<file path="config.mk">
export PLATFORM = sky130hd
export DESIGN_NAME = audio_clip_player
export DESIGN_NICKNAME = d
export VERILOG_FILES = /design/src/rtl/audio_clip_player.sv
export SDC_FILE = /design/constraint.sdc
export NUM_CORES = 1
export LEC_CHECK = 0
export CORE_MARGIN = 2
export CORE_UTILIZATION = 40
export CTS_CLUSTER_SIZE = 30
export DETAILED_ROUTE_END_ITERATION = 6
export REMOVE_ABC_BUFFERS = 1
export SLEW_MARGIN = 15
export SYNTH_ARGS = -nofsm -noshare
export SYNTH_HDL_FRONTEND = slang
export SYNTH_SLANG_ARGS = --single-unit
</file>
<file path="constraint.sdc">
create_clock -name clock -period 3.2 [get_ports clock]
set_clock_uncertainty 0.1 [all_clocks]
set_input_delay 0.64 -clock clock [delete_from_list [all_inputs] [get_ports clock]]
set_output_delay 0.64 -clock clock [all_outputs]
set_load 0.02 [all_outputs]
</file>
<file path="src/rtl/audio_clip_player.sv">
// Multi-clip flash playback engine: programmable clip table, one-read-outstanding fetch, decimated AC97 feed.
// Optional `VOLUME_EN adds a volume_shift input that arithmetic-right-shifts each sample as it is loaded.
module audio_clip_player #(
  parameter int NUM_CLIPS        = 4,
  parameter int ADDR_W           = 23,
  parameter int FLASH_W          = 16,
  parameter int SAMPLE_W         = 8,
  parameter int DECIM            = 8,
  parameter int DEFAULT_CLIP_LEN = 12000,
  localparam int IDX_W = (NUM_CLIPS > 1) ? $clog2(NUM_CLIPS) : 1,
  localparam int DEC_W = (DECIM > 1) ? $clog2(DECIM) : 1
) (
  input  logic                clock,
  input  logic                reset_b,
  input  logic                trigger,
  input  logic [IDX_W-1:0]    clip_sel,
  input  logic                loop_en,
  input  logic                stop,
  input  logic                cfg_we,
  input  logic [IDX_W-1:0]    cfg_idx,
  input  logic [ADDR_W-1:0]   cfg_start,
  input  logic [ADDR_W-1:0]   cfg_end,
  input  logic                ready,
`ifdef VOLUME_EN
  input  logic [2:0]          volume_shift,
`endif
  output logic [SAMPLE_W-1:0] to_ac97_data,
  output logic                rd_req,
  output logic [ADDR_W-1:0]   rd_addr,
  input  logic                rd_valid,
  input  logic [FLASH_W-1:0]  rd_data,
  output logic                playing,
  output logic                done,
  output logic [7:0]          underrun_cnt
);

  typedef enum logic [2:0] {S_IDLE, S_FETCH, S_WAIT, S_PLAY, S_DRAIN} state_t;

  logic [ADDR_W-1:0] r_tbl_start [NUM_CLIPS];
  logic [ADDR_W-1:0] r_tbl_end   [NUM_CLIPS];

  state_t              r_state, w_state_next;
  logic [ADDR_W-1:0]   r_cur_start, w_cur_start_next;
  logic [ADDR_W-1:0]   r_cur_end, w_cur_end_next;
  logic [ADDR_W-1:0]   r_addr, w_addr_next;
  logic [SAMPLE_W-1:0] r_next_buf, w_next_buf_next;
  logic                r_nb_full, w_nb_full_next;
  logic [DEC_W-1:0]    r_dec_cnt, w_dec_cnt_next;
  logic [SAMPLE_W-1:0] r_out, w_out_next;
  logic [7:0]          r_underrun, w_underrun_next;
  logic                r_discard, w_discard_next;
  logic                r_done, w_done_next;

  logic                w_strobe0;
  logic                w_at_end;
  logic                w_rd_busy;
  logic [SAMPLE_W-1:0] w_load_sample;

  always_ff @(posedge clock or negedge reset_b) begin
    if (!reset_b) begin
      for (int i = 0; i < NUM_CLIPS; i++) begin
        r_tbl_start[i] <= ADDR_W'(i * DEFAULT_CLIP_LEN + 1);
        r_tbl_end[i]   <= ADDR_W'((i + 1) * DEFAULT_CLIP_LEN);
      end
    end else if (cfg_we) begin
      r_tbl_start[cfg_idx] <= cfg_start;
      r_tbl_end[cfg_idx]   <= cfg_end;
    end
  end

`ifdef VOLUME_EN
  assign w_load_sample = $signed(r_next_buf) >>> volume_shift;
`else
  assign w_load_sample = r_next_buf;
`endif

  if (FLASH_W > SAMPLE_W) begin : g_unused
    logic w_unused_lsb;
    assign w_unused_lsb = ^rd_data[FLASH_W-SAMPLE_W-1:0];
  end

  assign w_strobe0 = ready && (r_dec_cnt == '0);
  // A reversed range plays only its start word, then ends like a normal clip.
  assign w_at_end  = (r_addr == r_cur_end) || (r_cur_end < r_cur_start);
  // A read is in flight if one is being issued now or an answer is still owed.
  assign w_rd_busy = (r_state == S_FETCH) ||
                     ((r_state == S_WAIT) && !rd_valid) ||
                     ((r_state == S_IDLE) && r_discard && !rd_valid);

  always_comb begin
    w_state_next     = r_state;
    w_cur_start_next = r_cur_start;
    w_cur_end_next   = r_cur_end;
    w_addr_next      = r_addr;
    w_next_buf_next  = r_next_buf;
    w_nb_full_next   = r_nb_full;
    w_dec_cnt_next   = r_dec_cnt;
    w_out_next       = r_out;
    w_underrun_next  = r_underrun;
    w_discard_next   = r_discard;
    w_done_next      = 1'b0;

    if (trigger) begin
      w_cur_start_next = r_tbl_start[clip_sel];
      w_cur_end_next   = r_tbl_end[clip_sel];
      w_addr_next      = r_tbl_start[clip_sel];
      w_dec_cnt_next   = '0;
      w_nb_full_next   = 1'b0;
      w_discard_next   = w_rd_busy;
      w_state_next     = w_rd_busy ? S_WAIT : S_FETCH;
    end else if (r_state == S_IDLE) begin
      w_out_next = '0;
      if (rd_valid) w_discard_next = 1'b0;
    end else if (stop) begin
      w_state_next   = S_IDLE;
      w_out_next     = '0;
      w_nb_full_next = 1'b0;
      w_discard_next = w_rd_busy;
    end else begin
      if (ready) w_dec_cnt_next = (r_dec_cnt == DEC_W'(DECIM - 1)) ? '0 : r_dec_cnt + 1'b1;
      case (r_state)
        S_FETCH: w_state_next = S_WAIT;
        S_WAIT: begin
          if (rd_valid) begin
            if (r_discard) begin
              w_discard_next = 1'b0;
              w_state_next   = S_FETCH;
            end else begin
              w_next_buf_next = rd_data[FLASH_W-1 -: SAMPLE_W];
              w_nb_full_next  = 1'b1;
              w_state_next    = S_PLAY;
            end
          end
        end
        S_DRAIN: begin
          if (w_strobe0) begin
            w_done_next  = 1'b1;
            w_out_next   = '0;
            w_state_next = S_IDLE;
          end
        end
        default: ;
      endcase
      if (w_strobe0 && (r_state != S_DRAIN)) begin
        if (r_nb_full) begin
          w_out_next     = w_load_sample;
          w_nb_full_next = 1'b0;
          if (w_at_end && !loop_en) begin
            w_state_next = S_DRAIN;
          end else begin
            w_addr_next  = w_at_end ? r_cur_start : r_addr + 1'b1;
            w_state_next = S_FETCH;
          end
        end else if (r_underrun != 8'hFF) begin
          w_underrun_next = r_underrun + 1'b1;
        end
      end
    end
  end

  always_ff @(posedge clock or negedge reset_b) begin
    if (!reset_b) begin
      r_state     <= S_IDLE;
      r_cur_start <= '0;
      r_cur_end   <= '0;
      r_addr      <= '0;
      r_next_buf  <= '0;
      r_nb_full   <= 1'b0;
      r_dec_cnt   <= '0;
      r_out       <= '0;
      r_underrun  <= '0;
      r_discard   <= 1'b0;
      r_done      <= 1'b0;
    end else begin
      r_state     <= w_state_next;
      r_cur_start <= w_cur_start_next;
      r_cur_end   <= w_cur_end_next;
      r_addr      <= w_addr_next;
      r_next_buf  <= w_next_buf_next;
      r_nb_full   <= w_nb_full_next;
      r_dec_cnt   <= w_dec_cnt_next;
      r_out       <= w_out_next;
      r_underrun  <= w_underrun_next;
      r_discard   <= w_discard_next;
      r_done      <= w_done_next;
    end
  end

  assign to_ac97_data = r_out;
  assign rd_req       = (r_state == S_FETCH);
  assign rd_addr      = rd_req ? r_addr : '0;
  assign playing      = (r_state != S_IDLE);
  assign done         = r_done;
  assign underrun_cnt = r_underrun;

endmodule

</file>
==> summary.md, run 1 <==
| Metric | Value |
|---|---|
| Run status | finished clean |
| Antenna diodes | 0 |
| Fin cells | 1645 |
| Initial DRC count | 429 |
| Reg2reg setup slack | 360 ps |
| Final hold violations | 0 |
| Post-synth cell types | 63 |
| Clk pwr share | 31.1% |
| Placed cells | 1586 |
| Vias in the first global route | 9229 |
| Final GP Congestion | 0.842 |
| CP endpoint kind | primary output |
| Sequential Area | 7220 µm² |
| Final setup viols | 0 |
| DR WL/cell | 19.6 µm |
| CP required | 2460 ps |
| Critical Path Start Type | register |
| WHS Endpoint | r_tbl_end[23] |
| Commonest non-fill, non-tap cells in the layout | dfrtp_1 (236), mux2_2 (220), clkdlybuf4s50_1 (81) |
| DRC errors left | 0 |
| CTS Buf Count | 31 |
| PortBufs | 107 |
| Routed via count | 8863 |
| Post-Synth XOR/XNOR Area | 2.85% |
| Share of layout cells above drive strength 1 | 34.8% |
| Worst VDD drop | 0.428 mV |
| Post-layout util | 48.5% |
| Worst slew margin | 59.7% |
| Fin area | 16600 µm² |
| Seq/Total Area, Yosys | 52.3% |
| Final slew viol count | 0 |
| Number of synthesized flops with an enable pin | 0 |
| RSZ-0062 raised after global routing | false |
| Power Dens Cells | 680 nW/µm² |
| Worst Path Max Fanout | 10 |
| Worst Path Arrival | 2350 ps |
| Die width | 190 µm |
| TritonCTS clock tree | yes |
| GRT Util Overall | 18.3% |
| Synth Area per Inst | 13.2 µm² |
| Nets | 1267 |
| Clock slew at reported path FFs | 60 ps |
| Post-synthesis cell count | 1048 |
| DRT antenna net count | 0 |
| Reg power frac | 44.3% |
| Clock Sinks | 286 |
| Congestion Overflow GR | 0 |
| R2R cell count | 8 |
| Overall power | 0.0113 W |
| Layout area overhead | 20.4% |
| Core area | 34300 µm² |
| Pre-antenna DRT Iters | 4 |
| R2r startpoint | r_addr[7] |
| Mux contribution to synthesized area | 26.5% |
| Multi-input gate area | 6200 µm² |
| Filler Cell Count | 3072 |
| Sw frac | 29.2% |
| Worst skew pair latency | 560 ps |
| Switching power | 0.00330 W |
| Hold/Removal Path Class | reg -> reg |
| Leakage | 7.19 nW |
| Most common cell after layout, fill and taps aside | dfrtp_1 |
| Cell row count | 68 |
| Largest net degree at the start of global routing | 85 |
| Hold depth | 1 |
| Top_reg_cell synth | dfrtp_1 |
| Comb pwr share | 24.6% |
| Max frequency | 0.323 GHz |
| First-pass GRT wire length | 52400 µm |
| Largest family of logic cells by synthesized area | multiplexers |
| I/O pins | 116 |
| Via/cell ratio | 5.39 |
| Area post-placement | 15600 µm² |
| WS Path Type | reg -> out |
| R2R Path End | r_state[2] |
| Int Power | 0.00801 W |
| Root buf cell | clkbuf_16 |
| Clock Tree Buf Depth | 3 |
| Initial core utilization | 40.3% |
| DIE HEIGHT | 190 µm |
| Synth Area in Simple Gates | 6.94% |
| Number of synthesized register bits | 286 |
| Post-Syn Area | 13800 µm² |
| Die Area | 36000 µm² |
| Routed wire length | 32200 µm |
| Post-detail-place hpwl | 21100 µm |
| Crit share post-route | 96.6% |
| Slew @ Worst Pin | 604 ps |
| H-tree level count | 1 |
| Compound-gate portion of the synthesized area | 6.03% |
| Max-Cap Viols | 0 |
| Hold path start | r_tbl_end[23] |
| Adder-cell share of the synthesized area | 2.45% |
| Synthesis warning total | 0 |
| Fin crit period | 3090 ps |
| Initial antenna violation count | 0 |
| Asr flop ratio synth | 100% |
==> registers in the layout, summed over array words and instances (netlist names) <==
| name | cells |
|---|---|
| r_tbl_start | 92 |
| r_next_buf | 8 |
| r_addr | 23 |
| r_tbl_end | 92 |
| r_state | 3 |
| underrun_cnt | 8 |
| r_dec_cnt | 3 |
| r_discard | 1 |
| r_cur_start | 23 |
| r_cur_end | 23 |
| done | 1 |
| to_ac97_data | 8 |
| r_nb_full | 1 |
==> worst max path at each step <==
stage | startpoint | slack, ps | to
6_report | r_state[0] | 110 | rd_addr[2]
5_1_grt | r_state[0] | 20 | rd_addr[2]
4_1_cts | r_state[0] | 70 | rd_addr[15]
3_5_place_dp | ready | 370 | r_addr[17]
3_3_place_gp | ready | 380 | r_addr[19]
2_1_floorplan | cfg_idx[0] | -1560 | r_tbl_end[74]
==> repair_timing <==
| action | CTS | global route |
|---|---|---|
| resized for setup | 17 | 7 |
| hold buffers | 1 | 0 |
| endpoints found under the setup margin | 21 | 7 |
| hold endpoints to repair | 63 | 0 |
| setup buffers | 1 | 0 |
==> power groups by stage <==
stage / Combinational, W / Sequential [W] / Clock (W)
2_1_floorplan: 0.00184 / 0.00490 / 0
3_3_place_gp: 0.00276 / 0.00503 / 0
3_5_place_dp: 0.00281 / 0.00506 / 0
4_1_cts: 0.00282 / 0.00500 / 0.00363
5_1_grt: 0.00305 / 0.00511 / 0.00380
6_report: 0.00278 / 0.00501 / 0.00352
==> critical path, cell delays in order, from the launching register on <==
cell	delay, ps
dfrtp_2	450
nor2b_1	220
nor2b_4	220
buf_4	160
and2_1	120
clkdlybuf4s50_1	620
==> per-layer routing <==
layer / vias up / GRT usage, % / share of wire [%]
met5: - / 0 / 0
met4: 0 / 3.40 / 1.3
met3: 39 / 2.62 / 4.6
met2: 188 / 30.3 / 48
met1: 4582 / 25.8 / 46
li1: 4054 / - / -
==> stage by stage <==
stage	worst slack, ps	hold slack, ps	setup TNS [ps]
after detailed placement	368	381	0
final	107	399	0
after global routing	15.5	415	0
after floorplan	-1560	244	-71780
after global placement	376	371	0
after CTS	72.3	395	0
==> synth_stat cells (2+ instances only) <==
| master | number | area [µm²] |
|---|---|---|
| o21a_1 | 2 | 15.0 |
| a22oi_1 | 5 | 37.5 |
| and3_1 | 7 | 43.8 |
| nor3_1 | 10 | 50.1 |
| xor2_1 | 30 | 263 |
| mux2i_1 | 15 | 150 |
| clkbuf_1 | 41 | 154 |
| o2111ai_1 | 3 | 26.3 |
| a22o_1 | 8 | 70.1 |
| mux4_2 | 46 | 1040 |
| buf_1 | 3 | 11.3 |
| nand2b_1 | 2 | 12.5 |
| a32oi_1 | 3 | 26.3 |
| o211ai_1 | 5 | 37.5 |
| o21ai_0 | 38 | 190 |
| nor2b_1 | 4 | 25.0 |
| xnor2_1 | 15 | 131 |
| nand3b_1 | 3 | 22.5 |
| mux2_2 | 220 | 2480 |
| or3_1 | 2 | 12.5 |
| nand2_1 | 59 | 221 |
| nor2_1 | 35 | 131 |
| and2_1 | 31 | 194 |
| a31oi_1 | 2 | 12.5 |
| ha_1 | 27 | 338 |
| o221ai_1 | 4 | 35.0 |
| dfstp_2 | 49 | 1290 |
| o31ai_1 | 4 | 30.0 |
| nand4_1 | 6 | 37.5 |
| inv_1 | 38 | 143 |
| and4_1 | 5 | 43.8 |
| dfrtp_1 | 237 | 5930 |
| a221o_1 | 6 | 60.1 |
| or2_2 | 2 | 12.5 |
| a21o_1 | 4 | 30.0 |
| a21oi_1 | 21 | 105 |
| nor3b_1 | 2 | 15.0 |
| buf_2 | 9 | 45.0 |
| nand3_1 | 12 | 60.1 |
| nor4_1 | 7 | 43.8 |
| buf_6 | 3 | 33.8 |
| o311a_1 | 2 | 20.0 |
==> kinds of logic after synthesis <==
| logic type | count (synthesis) |
|---|---|
| flip-flops | 286 |
| multiplexers | 281 |
| AND/OR/NAND/NOR | 191 |
| AO/OA/AOI/OAI | 122 |
| buffers and inverters | 96 |
| XOR/XNOR | 45 |
| adder cells (fa/ha/maj) | 27 |
==> area by class of cell <==
class	count	share of cell area (%)
Sequential cell	286	43.4
Clock buffer	47	5.63
Inverter	38	0.858
Tap cell	455	3.42
Clock inverter	10	0.489
Timing Repair Buffer	143	8.86
Multi-Input combinational cell	666	37.3
Note: power is estimated with default switching activity, not from simulation.
==> run 2, diff against run 1 <==
CORE_UTILIZATION = 55   (was 40)
PLACE_DENSITY = 0.76   (was default)
SETUP_SLACK_MARGIN = 0.2   (was default)
TNS_END_PERCENT = 30   (was default)
==> run 2 against run 1 <==
Compared with the run above:
- final cell count down 8.0%
- power hardly changed
- via count is 0.56% higher
- die area fell by 27%
- fmax rose by 6.7%
- register-to-register slack lost 40 ps
- count of clock-buffer cells in the layout is 3 higher
- wire length shrank 6.6%
- highest routed layer unchanged
- critical path depth is the same
- critical path type unchanged
- global-route usage is 5.0 points higher
- clock power barely moved
==> summary.md, run 2 (same netlist as run 1, synthesis figures left out) <==
| Metric | Value |
|---|---|
| Root buf cell | clkbuf_16 |
| Slew @ Worst Pin | 664 ps |
| Setup Total Neg Slack | 0 ps |
| Final GP Congestion | 0.904 |
| Layout area overhead | 19.3% |
| Clock Tree Buf Depth | 3 |
| Antenna diodes | 0 |
| DIE HEIGHT | 162 µm |
| Max-Cap Viols | 0 |
| TritonCTS clock tree | yes |
| DR WL/cell | 19.9 µm |
| Core area | 24500 µm² |
| Max frequency | 0.345 GHz |
| WS Path Type | reg -> out |
| Final setup viols | 0 |
| Routed via count | 8913 |
| Hold/Removal Path Class | in -> reg |
| Filler Cell Count | 1722 |
| Fin crit period | 2900 ps |
| Clock slew at reported path FFs | 60 ps |
| Die width | 162 µm |
| Pre-antenna DRT Iters | 5 |
| Initial core utilization | 56.5% |
| Power Dens Cells | 686 nW/µm² |
| Clock Sinks | 286 |
| Initial antenna violation count | 0 |
| Most common cell after layout, fill and taps aside | dfrtp_1 |
| I/O pins | 116 |
| DRT antenna net count | 0 |
| Worst slew margin | 55.4% |
| Post-CTS Setup Bufs | 0 |
| Crit share post-route | 90.6% |
| Nets | 1265 |
| Leakage | 7.29 nW |
| RSZ-0062 raised after global routing | false |
| PortBufs | 107 |
| Worst VDD drop | 0.488 mV |
| Cell row count | 57 |
| GRT Util Overall | 23.3% |
| First-pass GRT wire length | 49200 µm |
| Critical Path Start Type | register |
| Worst Path Arrival | 2160 ps |
| Vias in the first global route | 9321 |
| CTS Buf Count | 31 |
| Biggest regs | r_tbl_end x92, r_tbl_start x92 |
| CP endpoint kind | primary output |
| Run status | finished clean |
| Post-layout util | 67.4% |
| Initial DRC count | 510 |
| Largest net degree at the start of global routing | 80 |
| Worst Path Max Fanout | 15 |
| Post-detail-place hpwl | 20000 µm |
| H-tree level count | 1 |
| Final hold violations | 0 |
| Final slew viol count | 0 |
| Share of layout cells above drive strength 1 | 34.5% |
| Via/cell ratio | 5.89 |
| Overall power | 0.0113 W |
| CP required | 2460 ps |
| Congestion Overflow GR | 0 |
| Die Area | 26400 µm² |
| Routed wire length | 30100 µm |
| Worst skew pair latency | 560 ps |
| Commonest non-fill, non-tap cells in the layout | dfrtp_1 (236), mux2_2 (220), clkdlybuf4s50_1 (79) |
| DRC errors left | 0 |
-- run 2: changes by cell type in the layout (fill, tap and decap cells not counted), sizes merged --
cell           previous run  this run
clkdlybuf4s50            81        79
clkdlybuf4s15             0         3
clkbuf                   47        50
dlymetal6s2s              7        17
dlygate4sd2              15         4
clkinv                    8         4
clkinvlp                  0         2
buf                      39        37
-- run 2: cell type report --
| cell class | instances | area (µm²) | share of cell area [%] |
|---|---|---|---|
| flip-flops and latches | 286 | 7220 | 43.8 |
| multi-input cells | 666 | 6200 | 37.6 |
| repair buffers | 141 | 1500 | 9.08 |
| clock buffers | 50 | 947 | 5.75 |
| well taps | 324 | 405 | 2.46 |
| inverters | 38 | 143 | 0.865 |
| clock inverters | 8 | 73.8 | 0.448 |
-- run 2: through the flow --
stage | instance area, µm² | hold slack, ps | cells | setup WS [ps]
after global routing | 16500 | 259 | 1513 | 204
final | 16500 | 258 | 1513 | 302
after floorplan | 13500 | 244 | 990 | -1560
after global placement | 15400 | 372 | 1454 | 350
after CTS | 16400 | 244 | 1513 | 24.5
after detailed placement | 15400 | 383 | 1454 | 301
-- run 2: critical path: stages, from the launching register on --
cell           delay, ps
dfrtp_1              480
nor2b_1              180
nor2b_2              170
buf_4                210
and2_1               200
dlygate4sd2_1        350
-- run 2: power by group --
part           total (W)  switching (W)  internal [W]
combinational    0.00279        0.00131       0.00148
clock            0.00350        0.00141       0.00209
sequential       0.00501       0.000562       0.00445
-- run 2: path summary, 6_finish.rpt --
check                           slack, ps  depth (start not counted)              end            start
worst max-delay path                  300                          5      rd_addr[13]       r_state[2]
worst min-delay path                  260                          2        r_nb_full          trigger
worst max register to register        320                         10       r_state[2]  r_cur_start[14]
worst min register to register        390                          1  to_ac97_data[1]    r_next_buf[1]
max in group asynchronous            1600                          3  r_tbl_start[37]          reset_b
min in group asynchronous             580                          2  underrun_cnt[1]          reset_b
-- run 2: what timing repair did --
action,in CTS,in global routing
setup endpoints to repair,24,21
hold buffers,1,0
resized for setup,8,21
hold endpoints to repair,3,0
-- run 2: metal layers --
metal  share of wire [%]  GRT usage, %  vias up  wire (µm)
met5                   0             0        -          0
met4                 2.2          5.71        0        659
met3                 4.9          3.64       51       1490
met2                  48          38.1      222      14400
met1                  45          33.2     4592      13500
li1                    -             -     4048          -
==> run 3, diff against run 2 <==
CORE_UTILIZATION = 53   (was 55)
PLACE_DENSITY = 0.77   (was 0.76)
clock period = 2.3 ns   (was 3.2 ns; I/O delays follow)
==> run 3 against run 2 <==
Compared with the run above:
- the flow now finishes with violations (setup timing)
- core utilization rose by 1.3 points
- via count grew 6.1%
- worst setup slack worse by 530 ps
- sequential power rose by 37%
- register-to-register slack got worse by 550 ps
- final cell count increased by 7.9%
- die area grew 3.7%
- critical path depth up 6
- combinational power grew 91%
- sequential share of layout area is 3.1 points lower
- global-route usage is 0.46 points higher
- clock power rose by 31%
- critical endpoint is now r_addr[12]
- largest power group unchanged
==> summary.md, run 3 (same netlist as run 1, synthesis figures left out) <==
| Metric | Value |
|---|---|
| Power Dens Cells | 945 nW/µm² |
| Die Area | 27400 µm² |
| Root buf cell | clkbuf_16 |
| WS Path Type | reg -> reg |
| Vias in the first global route | 9917 |
| Commonest non-fill, non-tap cells in the layout | dfrtp_1 (236), mux2_2 (220), buf_4 (117) |
| Critical Path Start Type | register |
| Clock Sinks | 286 |
| Reg2reg setup slack | -230 ps |
| CTS Buf Count | 29 |
| Hold depth | 3 |
| Violated checks | setup timing |
| Clock slew at reported path FFs | 60 ps |
| Congestion Overflow GR | 0 |
| Worst skew pair latency | 540 ps |
| R2R Path End | r_addr[12] |
| Initial DRC count | 613 |
| Final hold slack | 289 ps |
| Worst slew margin | 71.9% |
| Slew @ Worst Pin | 422 ps |
| Hold path start | trigger |
| DR WL/cell | 20.0 µm |
| DRC errors left | 0 |
| RSZ-0062 raised after global routing | true |
| First-pass GRT wire length | 51300 µm |
| H-tree level count | 1 |
| Initial core utilization | 53.5% |
| Share of layout cells above drive strength 1 | 48.0% |
| Via/cell ratio | 5.79 |
| DIE HEIGHT | 165 µm |
| Routed via count | 9457 |
| Routed wire length | 32700 µm |
| Antenna diodes | 0 |
| Max frequency | 0.395 GHz |
| Worst Setup SP | r_cur_end[9] |
| Final GP Congestion | 0.933 |
| Worst VDD drop | 0.629 mV |
| GRT Util Overall | 23.8% |
| Run status | finished with violations |
| R2r startpoint | r_cur_end[9] |
| Clock Tree Buf Depth | 3 |
| WHS Endpoint | r_state[1] |
| Biggest regs | r_tbl_end x92, r_tbl_start x92 |
| Core area | 25800 µm² |
| Fin crit period | 2530 ps |
| CP required | 2610 ps |
| Cell row count | 59 |
| CP endpoint kind | register |
| Pre-antenna DRT Iters | 5 |
| Area post-placement | 16200 µm² |
| Post-detail-place hpwl | 21900 µm |
| Most common cell after layout, fill and taps aside | dfrtp_1 |
| R2R cell count | 11 |
| Max-Cap Viols | 0 |
| Setup ws final | -229 ps |
| DRT antenna net count | 0 |
| Layout area overhead | 28.4% |
| I/O pins | 116 |
| Initial antenna violation count | 0 |
| Hold/Removal Path Class | in -> reg |
| Leakage | 7.78 nW |
| Fin area | 17700 µm² |
| Crit share post-route | 110% |
| Die width | 165 µm |
| Final hold violations | 0 |
| TritonCTS clock tree | yes |
| Largest net degree at the start of global routing | 60 |
| Worst Path Arrival | 2840 ps |
| Worst Path Max Fanout | 4 |
| PortBufs | 107 |
| Final setup viols | 30 |
| Final slew viol count | 0 |
| Nets | 1376 |
-- run 3: worst max-delay path: stages, from the launching register on --
cell,delay (ps)
dfrtp_2,440
xor2_2,160
nor4_2,350
buf_4,170
nand4_1,120
buf_4,190
o31ai_4,300
nor2_4,80
buf_4,150
buf_4,150
o21ai_2,120
a22oi_1,80
-- run 3: final cells by class --
class | count | area (µm²)
Clock buffer | 46 | 870
Fill cell | 1753 | 8100
Inverter | 38 | 143
Sequential cell | 286 | 7220
Clock inverter | 7 | 66.3
Tap cell | 335 | 419
Timing Repair Buffer | 254 | 2440
Multi-Input combinational cell | 666 | 6580
-- run 3: how the worst max path moves through the flow --
stage / endpoint / depth (start not counted)
final: r_addr[12] / 11
after global routing: r_state[2] / 10
after detailed placement: r_addr[17] / 8
after global placement: r_addr[17] / 8
after CTS: r_state[2] / 9
after floorplan: r_tbl_end[74] / 2
-- run 3: timing repair --
item,CTS,global route
hold buffers,1,0
hold endpoints to repair,30,0
gates resized for setup,200,83
setup endpoints to repair,67,67
setup buffers,6,6
pin swaps,18,31
-- run 3: stage by stage --
| stage | util [%] | setup TNS, ps | instances | setup slack [ps] | power [W] |
|---|---|---|---|---|---|
| 6_report | 68.6 | -3970 | 1632 | -229 | 0.0168 |
| 3_3_place_gp | 62.8 | -7810 | 1566 | -332 | 0.0113 |
| 5_1_grt | 68.6 | -6480 | 1632 | -297 | 0.0176 |
| 2_1_floorplan | - | -133540 | 990 | -2280 | 0.00938 |
| 4_1_cts | 67.3 | -3230 | 1626 | -186 | 0.0165 |
| 3_5_place_dp | 62.8 | -9110 | 1566 | -346 | 0.0116 |
-- run 3: power by group --
| group | switching [W] | internal [W] | leakage (nW) |
|---|---|---|---|
| sequential | 0.000653 | 0.00619 | 3.39 |
| clock | 0.00191 | 0.00269 | 0.460 |
| combinational | 0.00244 | 0.00288 | 3.92 |
-- run 3: per-layer routing --
metal | vias to the layer above | routed length, µm | GRT usage (%) | part of all wire [%]
met5 | - | 0 | 0 | 0
met4 | 0 | 882 | 6.74 | 2.7
met3 | 64 | 1670 | 3.62 | 5.1
met2 | 265 | 16400 | 41.0 | 50
met1 | 4864 | 13700 | 31.5 | 42
li1 | 4264 | - | - | -
